File: config.mk
export PLATFORM = sky130hd
export DESIGN_NAME = quad_upconverter
export DESIGN_NICKNAME = d
export VERILOG_FILES = /design/src/rtl/quad_upconverter.sv
export SDC_FILE = /design/constraint.sdc
export NUM_CORES = 2
export LEC_CHECK = 0
export ABC_CLOCK_PERIOD_IN_PS = 7350
export CAP_MARGIN = 30
export CORE_MARGIN = 1.5
export CORE_UTILIZATION = 36
export DETAILED_ROUTE_END_ITERATION = 10
export GPL_TIMING_DRIVEN = 0
export PLACE_DENSITY_LB_ADDON = 0.25
export SLEW_MARGIN = 20
export SYNTH_ARGS = -nofsm -noshare
export SYNTH_HDL_FRONTEND = slang
export SYNTH_SLANG_ARGS = --single-unit
export TNS_END_PERCENT = 30
File: constraint.sdc
create_clock -name ipClk -period 7.35 [get_ports ipClk]
set_clock_uncertainty 0.05 [all_clocks]
set_input_delay 1.1025 -clock ipClk [delete_from_list [all_inputs] [get_ports ipClk]]
set_output_delay 1.1025 -clock ipClk [all_outputs]
set_load 0.05 [all_outputs]
File: src/rtl/quad_upconverter.sv
// Quadrature upconverter: FIFO-fed zero-order hold of baseband I/Q, mixed with the NCO carrier
// into a rounded, saturated real IF stream with a fixed 3-cycle mixer latency.
module quad_upconverter #(
  parameter int unsigned DATA_W     = 18,
  parameter int unsigned NCO_W      = 18,
  parameter int unsigned OUT_W      = 18,
  parameter int unsigned INTERP     = 16,
  parameter int unsigned FIFO_DEPTH = 4
) (
  input  logic                          ipClk,
  input  logic                          ipReset,
  input  logic                          ipEnable,
  input  logic [DATA_W-1:0]             ipI,
  input  logic [DATA_W-1:0]             ipQ,
  input  logic                          ipValid,
  output logic                          opReady,
  input  logic [NCO_W-1:0]              ipNcoI,
  input  logic [NCO_W-1:0]              ipNcoQ,
  output logic [OUT_W-1:0]              opData,
  output logic                          opValid,
  output logic                          opUnderflow,
  input  logic                          ipClearFlags,
  output logic [$clog2(FIFO_DEPTH):0]   opFifoLevel
);

  localparam int unsigned PtrW  = $clog2(FIFO_DEPTH);
  localparam int unsigned LvlW  = PtrW + 1;
  localparam int unsigned CntW  = $clog2(INTERP);
  localparam int unsigned ProdW = DATA_W + NCO_W;
  localparam int unsigned DiffW = ProdW + 1;
  localparam int unsigned Shift = ProdW - 1 - OUT_W;

  localparam logic signed [DiffW-1:0] RoundC = {{(DiffW-1){1'b0}}, 1'b1} << (Shift - 1);
  localparam logic [OUT_W-1:0] SatMax = {1'b0, {(OUT_W-1){1'b1}}};
  localparam logic [OUT_W-1:0] SatMin = {1'b1, {(OUT_W-1){1'b0}}};

  // run_q keeps opReady low until the first clock after reset release
  logic                     run_q;
  logic [LvlW-1:0]          level_q, level_d;
  logic [PtrW-1:0]          wr_ptr_q, rd_ptr_q;
  logic signed [DATA_W-1:0] mem_i_q [FIFO_DEPTH];
  logic signed [DATA_W-1:0] mem_q_q [FIFO_DEPTH];
  logic [CntW-1:0]          count_q, count_d;
  logic signed [DATA_W-1:0] hold_i_q, hold_q_q;
  logic                     underflow_q;
  logic                     push, pop, load_slot, fifo_full, fifo_empty;

  logic signed [ProdW-1:0]  prod_i, prod_q, p_i_q, p_q_q;
  logic signed [DiffW-1:0]  diff_d, diff_q, rounded, shifted;
  logic [OUT_W-1:0]         sat_val, data_q;
  logic                     v1_q, v2_q, v3_q;

  assign fifo_full   = (level_q == LvlW'(FIFO_DEPTH));
  assign fifo_empty  = (level_q == '0);
  assign opReady     = run_q & ~fifo_full;
  assign push        = ipValid & opReady;
  assign load_slot   = ipEnable & (count_q == '0);
  assign pop         = load_slot & ~fifo_empty;
  assign opFifoLevel = level_q;
  assign opUnderflow = underflow_q;
  assign opData      = data_q;
  assign opValid     = v3_q;

  always_comb begin
    level_d = level_q;
    if (push && !pop) begin
      level_d = level_q + LvlW'(1);
    end else if (!push && pop) begin
      level_d = level_q - LvlW'(1);
    end
  end

  always_comb begin
    count_d = count_q;
    if (ipEnable) begin
      count_d = (count_q == CntW'(INTERP - 1)) ? '0 : count_q + CntW'(1);
    end
  end

  always_ff @(posedge ipClk or negedge ipReset) begin
    if (!ipReset) begin
      run_q    <= 1'b0;
      level_q  <= '0;
      wr_ptr_q <= '0;
      rd_ptr_q <= '0;
      for (int k = 0; k < FIFO_DEPTH; k++) begin
        mem_i_q[k] <= '0;
        mem_q_q[k] <= '0;
      end
    end else begin
      run_q   <= 1'b1;
      level_q <= level_d;
      if (push) begin
        mem_i_q[wr_ptr_q] <= ipI;
        mem_q_q[wr_ptr_q] <= ipQ;
        wr_ptr_q          <= wr_ptr_q + PtrW'(1);
      end
      if (pop) begin
        rd_ptr_q <= rd_ptr_q + PtrW'(1);
      end
    end
  end

  // An empty load slot holds zero; setting underflow wins over a same-cycle clear
  always_ff @(posedge ipClk or negedge ipReset) begin
    if (!ipReset) begin
      count_q     <= '0;
      hold_i_q    <= '0;
      hold_q_q    <= '0;
      underflow_q <= 1'b0;
    end else begin
      count_q <= count_d;
      if (load_slot) begin
        hold_i_q <= fifo_empty ? '0 : mem_i_q[rd_ptr_q];
        hold_q_q <= fifo_empty ? '0 : mem_q_q[rd_ptr_q];
      end
      if (load_slot && fifo_empty) begin
        underflow_q <= 1'b1;
      end else if (ipClearFlags) begin
        underflow_q <= 1'b0;
      end
    end
  end

  always_comb begin
    prod_i  = ProdW'(hold_i_q) * ProdW'($signed(ipNcoI));
    prod_q  = ProdW'(hold_q_q) * ProdW'($signed(ipNcoQ));
    diff_d  = DiffW'(p_i_q) - DiffW'(p_q_q);
    rounded = diff_q + RoundC;
    shifted = rounded >>> Shift;
    sat_val = shifted[OUT_W-1:0];
    // Bits above the output sign must all match the sign, otherwise clip
    if ((shifted[DiffW-1:OUT_W-1] != '0) && (shifted[DiffW-1:OUT_W-1] != '1)) begin
      sat_val = shifted[DiffW-1] ? SatMin : SatMax;
    end
  end

  always_ff @(posedge ipClk or negedge ipReset) begin
    if (!ipReset) begin
      p_i_q  <= '0;
      p_q_q  <= '0;
      diff_q <= '0;
      data_q <= '0;
      v1_q   <= 1'b0;
      v2_q   <= 1'b0;
      v3_q   <= 1'b0;
    end else begin
      p_i_q  <= prod_i;
      p_q_q  <= prod_q;
      diff_q <= diff_d;
      v1_q   <= ipEnable;
      v2_q   <= v1_q;
      v3_q   <= v2_q;
      if (v2_q) begin
        data_q <= sat_val;
      end
    end
  end

endmodule

==> flow_metrics.tcl <==
set metrics [dict create \
    postCtsHoldBufs 0 \
    grt_max_degree 102 \
    critPathCaptureType "flip-flop" \
    io_pins 101 \
    cts_htree_levels 2 \
    cp.required_ps 7710 \
    final_core_util 0.404 \
    worstPathCellList "buf_4 > buf_8 > nand2_1 > fa_1 > fa_1 > fa_1 > inv_1 > fa_1 > fa_1 > inv_1 > fa_1 > inv_1 > ha_2 > and3_4 > and4_1 > a211o_2 > o41ai_4 > a31oi_4 > nor4_4 > o211ai_2 > a2111oi_2 > nor3b_1" \
    synth_common_cells "794 x inv_1, 659 x fa_1, 335 x and2_1" \
    cts_root_buf "clkbuf_16" \
    clock_latency_ps 550 \
    fin_crit_ps 7170 \
    syn_nets 4561 \
    synth_top_area_cell "fa_1" \
    maxSlewHeadroom 0.442 \
    fin_crit_sh 0.975 \
    use_met3 0.0295 \
    grt_usage 0.184 \
    clk_path_buf_depth 3 \
    cts_tree "done" \
    place_congestion 0.886 \
    hold_viol 0 \
    wl_per_cell_um 17.9 \
    grtUsageMet1 0.250 \
    drt_pass1_iterations 5 \
    cp_max_fo 10 \
    io_buffers 88 \
    dr.first_iter.drc_count 1226 \
    synth-edff-count 0 \
    yosysSeqAreaShare 0.207 \
    fin_nets 4676 \
    yosysMostFrequentCell "inv_1" \
    grt_pass1_wl_um 148000 \
    setup_violations 0 \
    status "finished, final reports clean" \
    post_synth_num_cell_types 68 \
    ant_nets 0 \
    post_synth.cell_area_avg_um2 10.3 \
    netlist_area_um2 37200 \
    synthArstFlopShare 1.00 \
    grt_antenna_before_repair 4 \
    cts_made_buffers 36 \
    gr-usage-met2 0.309 \
    crit_path_start_kind "primary input" \
    grt_setup_unrepaired "true" \
    die-height_um 324 \
    criticalPathCategory "primary input to flip-flop" \
    drv_slew 0 \
    yosys-top-cells-area "fa_1 36%, dfrtp_1 21%, inv_1 8.0%, ha_1 7.7%, and2_1 5.6%" \
    yosysWarnings 0 \
    crit_top_cell "fa_1" \
    vias_per_cell 4.80 \
    gr-max-usage-layer "met2" \
    fillers 10100 \
    syn2layout_area_growth_pct 10.9 \
    initial_core_util 0.364 \
    num_vias 24500 \
    drv_cap 0 \
    core_area_um2 102000 \
    grt_pass1_vias 26600 \
    fmax_ghz 0.140 \
    die_x_um 324 \
    postSynthCellCount 3596 \
    critPathArrivalTime_ps 7530 \
    clock-sinks 307 \
    slowest_delay_ps 540 \
    final_layout_size_suffix_gt1_frac 0.102 \
    drcViolationCount 0 \
    rows 117 \
    hpwlAfterDp_um 75500 \
    worst_path_max_delay_cell "fa_1" \
    path_clk_slew_ps 60 \
    die-area_um2 105000 \
    synth-seq-cells 307 \
    hp-class "flip-flop to flip-flop" \
    max_slew.worst_pin.slew_ps 836 \
    netlist.area_leader.share 0.355 \
    synthFlopType "dfrtp_1" \
    overflow 0 \
    drt_wl_total_um 91200 \
]
[layer usage]
layer,share of wire,wire [um]
met1,0.44,40600
met2,0.49,44200
met3,0.049,4510
met4,0.021,1900
met5,0,0
[final timing paths]
check / start / end / slack (ps) / cells past startpoint
max in group asynchronous: ipReset / p_i_q[10] / 5690 / 3
hold reg to reg: v1_q / v2_q / 300 / 0
min in group asynchronous: ipReset / mem_q_q[12] / 330 / 1
setup / recovery: ipNcoI[5] / p_i_q[35] / 180 / 22
hold / removal: v1_q / v2_q / 300 / 0
setup reg to reg: hold_i_q[9] / p_i_q[35] / 210 / 21
[cells by family after synthesis]
family	synth area share
other	0.000101
flip-flops	0.207
multiplexers	0.0664
adder cells (fa/ha/maj)	0.432
XOR/XNOR	0.0262
AO/OA/AOI/OAI	0.0525
buffers and inverters	0.0956
AND/OR/NAND/NOR	0.120
[critical path, delay by kind of cell]
family                   cells  cell delay, ps
AND/OR/NAND/NOR              5             950
AO/OA/AOI/OAI                5            1520
adder cells (fa/ha/maj)      7            3430
buffers and inverters        5             510
[stage by stage]
step | cell area [um2] | setup TNS (ps) | hold WS (ps) | setup WS, ps | cells
6_report | 41200 | 0 | 296 | 183 | 5109
3_3_place_gp | 39700 | -2582640 | 284 | -8390 | 5052
3_5_place_dp | 39800 | -26590 | 286 | -1260 | 5056
2_1_floorplan | 37200 | 0 | 281 | 371 | 3596
5_1_grt | 41200 | -61.2 | 311 | -43.6 | 5107
4_1_cts | 41000 | 0 | 295 | 0.0497 | 5109
[sequential cells by signal, indices dropped and copies added (netlist names), 3 cells and up]
signal / cells
p_i_q: 36
hold_q_q: 18
count_q: 4
opData: 18
hold_i_q: 18
diff_q: 21
mem_i_q: 72
mem_q_q: 72
p_q_q: 36
opFifoLevel: 3
[area by class of cell]
class / count / area (um2) / area share
flip-flops and latches: 307 / 7700 / 0.187
clock inverters: 13 / 130 / 0.00316
multi-input cells: 2344 / 26000 / 0.631
well taps: 1368 / 1710 / 0.0415
repair buffers: 101 / 1010 / 0.0244
inverters: 794 / 2990 / 0.0725
plain buffers: 127 / 622 / 0.0151
clock buffers: 53 / 1050 / 0.0256
diodes: 2 / 5.00 / 0.000121
[placed cells by master, fill, tap and decap left out, types with 6 or more instances in the layout]
cell	instances
a211oi_1	6
a21o_1	26
a21oi_1	57
a22o_1	36
a31oi_1	10
and2_1	335
and3_1	15
buf_2	10
buf_4	8
clkbuf_1	63
clkbuf_16	36
clkbuf_2	57
clkbuf_4	11
clkbuf_8	9
clkdlybuf4s50_1	66
clkinv_2	7
dfrtp_1	294
dfrtp_2	13
fa_1	657
ha_1	225
inv_1	791
mux2_2	145
mux4_2	36
nand2_1	327
nand2b_1	28
nand3_1	36
nor2_1	84
nor2b_1	7
nor3_1	21
o21a_1	21
o21ai_0	51
o221ai_1	14
or3_1	7
xnor2_1	79
xor2_1	32
[what timing repair did]
| item | CTS | global route |
|---|---|---|
| buffers inserted | 0 | 7 |
| pin swaps | 0 | 6 |
| endpoints found under the setup margin | 24 | 16 |
| resized for setup | 73 | 162 |
Power is left out: the tool's default activity adds up to more than one toggle a clock period on the data nets, which glitch-free logic cannot reach.
